`config.mk`:
```
export PLATFORM = sky130hd
export DESIGN_NAME = cc_reg
export DESIGN_NICKNAME = d
export VERILOG_FILES = /design/src/rtl/cc_reg.sv
export SDC_FILE = /design/constraint.sdc
export NUM_CORES = 1
export LEC_CHECK = 0
export ABC_AREA = 0
export BUFFER_PORTS_ARGS = -buffer_cell sky130_fd_sc_hd__buf_2
export CORE_ASPECT_RATIO = 1.4
export CORE_MARGIN = 2
export CORE_UTILIZATION = 49
export CTS_BUF_LIST = sky130_fd_sc_hd__clkbuf_4
export CTS_CLUSTER_SIZE = 16
export DETAILED_ROUTE_END_ITERATION = 7
export HOLD_SLACK_MARGIN = 0.1
export PLACE_DENSITY = 0.87
export SLEW_MARGIN = 40
export SYNTH_ARGS = -nofsm -noshare
export SYNTH_HDL_FRONTEND = slang
export SYNTH_SLANG_ARGS = --single-unit
```
`constraint.sdc`:
```
create_clock -name clk -period 8.9 [get_ports clk]
set_input_delay 1.335 -clock clk [delete_from_list [all_inputs] [get_ports clk]]
set_output_delay 1.335 -clock clk [all_outputs]
set_load 0.005 [all_outputs]
```
`src/rtl/cc_reg.sv`:
```
// Y86-64 execute-stage ALU with the architectural condition-code register.
// valE/alu_err are combinational; cur_cc/cc_upd are registered and reset asynchronously.
module cc_reg #(
  parameter int DATA_W = 64
) (
  input  logic              clk,
  input  logic              rst,
  input  logic [DATA_W-1:0] alu_a,
  input  logic [DATA_W-1:0] alu_b,
  input  logic [3:0]        alufun,
  input  logic              set_cc,
  input  logic              stall,
  input  logic              exc_pending,
  output logic [DATA_W-1:0] valE,
  output logic              alu_err,
  output logic [2:0]        cur_cc,
  output logic              cc_upd
);

  localparam logic [3:0] ALU_ADD = 4'h0;
  localparam logic [3:0] ALU_SUB = 4'h1;
  localparam logic [3:0] ALU_AND = 4'h2;
  localparam logic [3:0] ALU_XOR = 4'h3;

  localparam logic [2:0] CC_RESET = 3'b100;

  // Signed overflow from operand/result sign bits; SUB is B minus A, so B is the minuend.
  function automatic logic calc_of(input logic [3:0] fun, input logic sa, input logic sb,
                                   input logic st);
    logic of_v;
    case (fun)
      ALU_ADD: of_v = (sa == sb) && (st != sa);
      ALU_SUB: of_v = (sa != sb) && (st != sb);
      default: of_v = 1'b0;
    endcase
    return of_v;
  endfunction

  logic [DATA_W-1:0] val_s;
  logic              err_s;
  logic [2:0]        next_cc_s;
  logic              we_s;
  logic [2:0]        cc_r;
  logic              upd_r;

  // ALU datapath and illegal-function detection.
  always_comb begin
    val_s = {DATA_W{1'b0}};
    err_s = 1'b0;
    case (alufun)
      ALU_ADD: val_s = alu_b + alu_a;
      ALU_SUB: val_s = alu_b - alu_a;
      ALU_AND: val_s = alu_b & alu_a;
      ALU_XOR: val_s = alu_b ^ alu_a;
      default: begin
        val_s = {DATA_W{1'b0}};
        err_s = 1'b1;
      end
    endcase
  end

  // Candidate flags {ZF,SF,OF} and the CC write enable.
  always_comb begin
    next_cc_s = {(val_s == {DATA_W{1'b0}}), val_s[DATA_W-1],
                 calc_of(alufun, alu_a[DATA_W-1], alu_b[DATA_W-1], val_s[DATA_W-1])};
    we_s = set_cc & ~stall & ~exc_pending & ~err_s;
  end

  // CC register: reset flags say "zero result", hold whenever the write is suppressed.
  always_ff @(posedge clk or posedge rst) begin
    if (rst) begin
      cc_r  <= CC_RESET;
      upd_r <= 1'b0;
    end else if (we_s) begin
      cc_r  <= next_cc_s;
      upd_r <= 1'b1;
    end else begin
      cc_r  <= cc_r;
      upd_r <= 1'b0;
    end
  end

  assign valE    = val_s;
  assign alu_err = err_s;
  assign cur_cc  = cc_r;
  assign cc_upd  = upd_r;

endmodule

```
==> impl_metrics.json <==
{
  "worstMarginPinSlew_ns": 0.8458,
  "hp-class": "flop to flop",
  "synth_edf_count": 0,
  "dpl.cell_count": 1516,
  "nets": 1591,
  "timing.fmax_mhz": 117.9,
  "antenna_left": 0,
  "final_common_cell": "buf_2",
  "power-per-cell-area_nw_per_um2": 76.94,
  "die_y_um": 153.0,
  "wirelength_um": 35120,
  "cts_buffers": 3,
  "cts_setup_buffers": 0,
  "clkTransAtPathRegs_ns": 0.04,
  "r2r_end": "cur_cc[2]",
  "synth_top_area_share_pct": 20.60,
  "hold_path_end": "cur_cc[0]",
  "critPathKind": "primary input to output pin",
  "rsz0062_at_grt": "no",
  "drv_slew": 0,
  "finalNonFillerCells": 1520,
  "max_cap_violations": 0,
  "antenna_found_initial": 0,
  "cp.required_ns": 7.57,
  "yosys.area.top_type": "ha_1",
  "min_period_over_period_pct": 95.29,
  "r2r_start": "cur_cc[2]",
  "path_max_fanout": 6,
  "grt_max_degree": 40,
  "worst_path_dominant_cell_family": "compound AO/OA/AOI/OAI gates",
  "first_global_vias": 9789,
  "final_core_util_pct": 58.17,
  "min-delay-start": "cur_cc[0]",
  "critPathBufInv": 2,
  "hold_buffers": 0,
  "insertion_delay_ns": 0.25,
  "clock_sinks": 4,
  "drive_gt1_share_pct": 19.86,
  "async_reset_ff_share_pct": 100.0,
  "drt_iter0_markers": 880,
  "hold_violations": 0,
  "cts_root_buf": "clkbuf_4",
  "cts_buffer_depth": 2,
  "first_pass_iters": 5,
  "syn-instance-count": 1150,
  "crit_path_end_kind": "output pin",
  "stdcell_area_um2": 9040,
  "start_util_pct": 50.03,
  "route.detailed.drc": 0,
  "seq_area_frac_synth_pct": 1.304,
  "dp_slack_ns": 0.2948,
  "die-area_um2": 16910,
  "path_cells": "buf_2 > or3_1 > or4_1 > nor2_1 > and3_1 > and2_0 > nand2_1 > o31ai_1 > xor2_1 > ha_1 > a21oi_1 > o21ai_0 > a211o_1 > or3b_2 > o22ai_1 > a21oi_1 > a221oi_2 > o31ai_1 > a221oi_1 > o21ai_0 > xnor2_1 > o21ai_0 > buf_2",
  "cpMostUsedCell": "o21ai_0",
  "syn_area_um2": 7775,
  "worstRegToRegCells": 2,
  "crit_start": "alu_a[8]",
  "fin_worst_skew_ns": 0,
  "wl_per_cell_um": 23.10,
  "cts_resized": 0,
  "whs_path_depth": 2,
  "ir_worst_vdd_mv": 0.04536,
  "layout_common_cells": "buf_2, ha_1, o21ai_0",
  "startpoint_type": "primary input",
  "via_per_inst": 6.629,
  "synth_area_leaders": "ha_1, o21ai_0, a21oi_1, xnor2_1, xor2_1",
  "yosys_register_bits": 4,
  "num_rows": 54,
  "area_growth_syn_to_layout_pct": 16.27,
  "grt_overflow": 0,
  "synth_ff_type": "dfrtp_1",
  "io_buffers": 205,
  "slew_headroom_pct": 43.61,
  "grt_util_all_layers_pct": 39.37,
  "cts_tree": "done",
  "gp_congestion": 1.037,
  "finalSetupTns_ns": 0,
  "rrSetupSlack_ns": 8.18,
  "crit_arrival_ns": 7.15,
  "fin_ws_ns": 0.4189,
  "syn_nets": 1416,
  "p_leak_uw": 0.004180,
  "hpwl_um": 29670,
  "dieWidth_um": 110.5,
  "fin_crit_ns": 8.481,
  "finalSetupViolCount": 0,
  "grt_first_pass_wirelength_um": 53290,
  "htree_levels": 1,
  "slowest_stage": "or4_1",
  "ios": 206,
  "cpPeakStageDelay_ns": 0.48,
  "placed_area_um2": 9004,
  "n_antenna_cell": 0,
  "post_synth.cell_area_avg_um2": 6.761,
  "outcome": "completed",
  "synth.distinct_cells": 80,
  "vias": 10080,
  "yosysWarnings": 0,
  "core_area_um2": 15540
}
## synthesized netlist by cell type, types with 12 or more instances
cell / count
buf_2: 14
nor3_1: 42
o31ai_1: 18
nand3_1: 18
o21ai_0: 111
xnor2_1: 60
or4_1: 17
a22oi_1: 41
a21oi_1: 109
xor2_1: 51
nor2_1: 93
a21o_1: 17
nand2_1: 105
ha_1: 128
mux2i_1: 23
nand4_1: 28
nor4_1: 12
clkbuf_1: 44
a31oi_1: 12
inv_1: 27
## routing by layer
metal	track usage [%]	wire length, µm	up-vias
li1	-	-	4712
met2	69.97	16860	567
met5	0	0	-
met1	43.67	12770	4654
met4	28.57	3013	0
met3	3.331	2468	143
## cells by family (layout without fill, tap and decap cells)
logic type,Yosys count,after routing,synth area share [%]
AOI/OAI and AO/OA,406,406,32.81
and+or+nand+nor,383,383,24.36
adders and majority gates,129,129,20.86
xor gates and xnor gates,111,111,12.50
buffers and inverters,90,264,4.619
muxes,27,27,3.540
DFF,4,4,1.304
## per-stage QoR
step           hold WS [ns]  power [µW]
2_1_floorplan        0.4698       423.4
3_3_place_gp         0.4601       645.9
3_5_place_dp         0.4669       648.0
4_1_cts              0.4762       680.2
5_1_grt              0.5043       752.4
6_report             0.4723       695.6
## state kept, by name, indices dropped and copies added (netlist names)
signal	flops
cc_upd	1
cur_cc	3
## area by class of cell
class / count / area, µm²
inverters: 28 / 105.1
flip-flops and latches: 4 / 101.3
fillers: 1580 / 6500
multi-input cells: 1056 / 7330
clock buffers: 4 / 30.03
well taps: 196 / 245.2
repair buffers: 232 / 1229
## worst max path at each step
stage                          end  cells after the start
after global routing      valE[61]                     23
final                     valE[61]                     23
after CTS                 valE[61]                     23
after global placement    valE[61]                     23
after floorplan           valE[61]                     20
after detailed placement  valE[61]                     23
## worst register-to-register path, stage by stage (launching register included)
cell	delay [ns]
dfstp_2	0.51
nand2_1	0.05
o41ai_2	0.05
## report_power, final
part | internal [µW] | switching, µW
registers | 19.1 | 0.343
clock network | 20.0 | 9.07
logic | 245 | 402
total | 284 | 412
No activity file was read; power rests on OpenSTA's default activity.
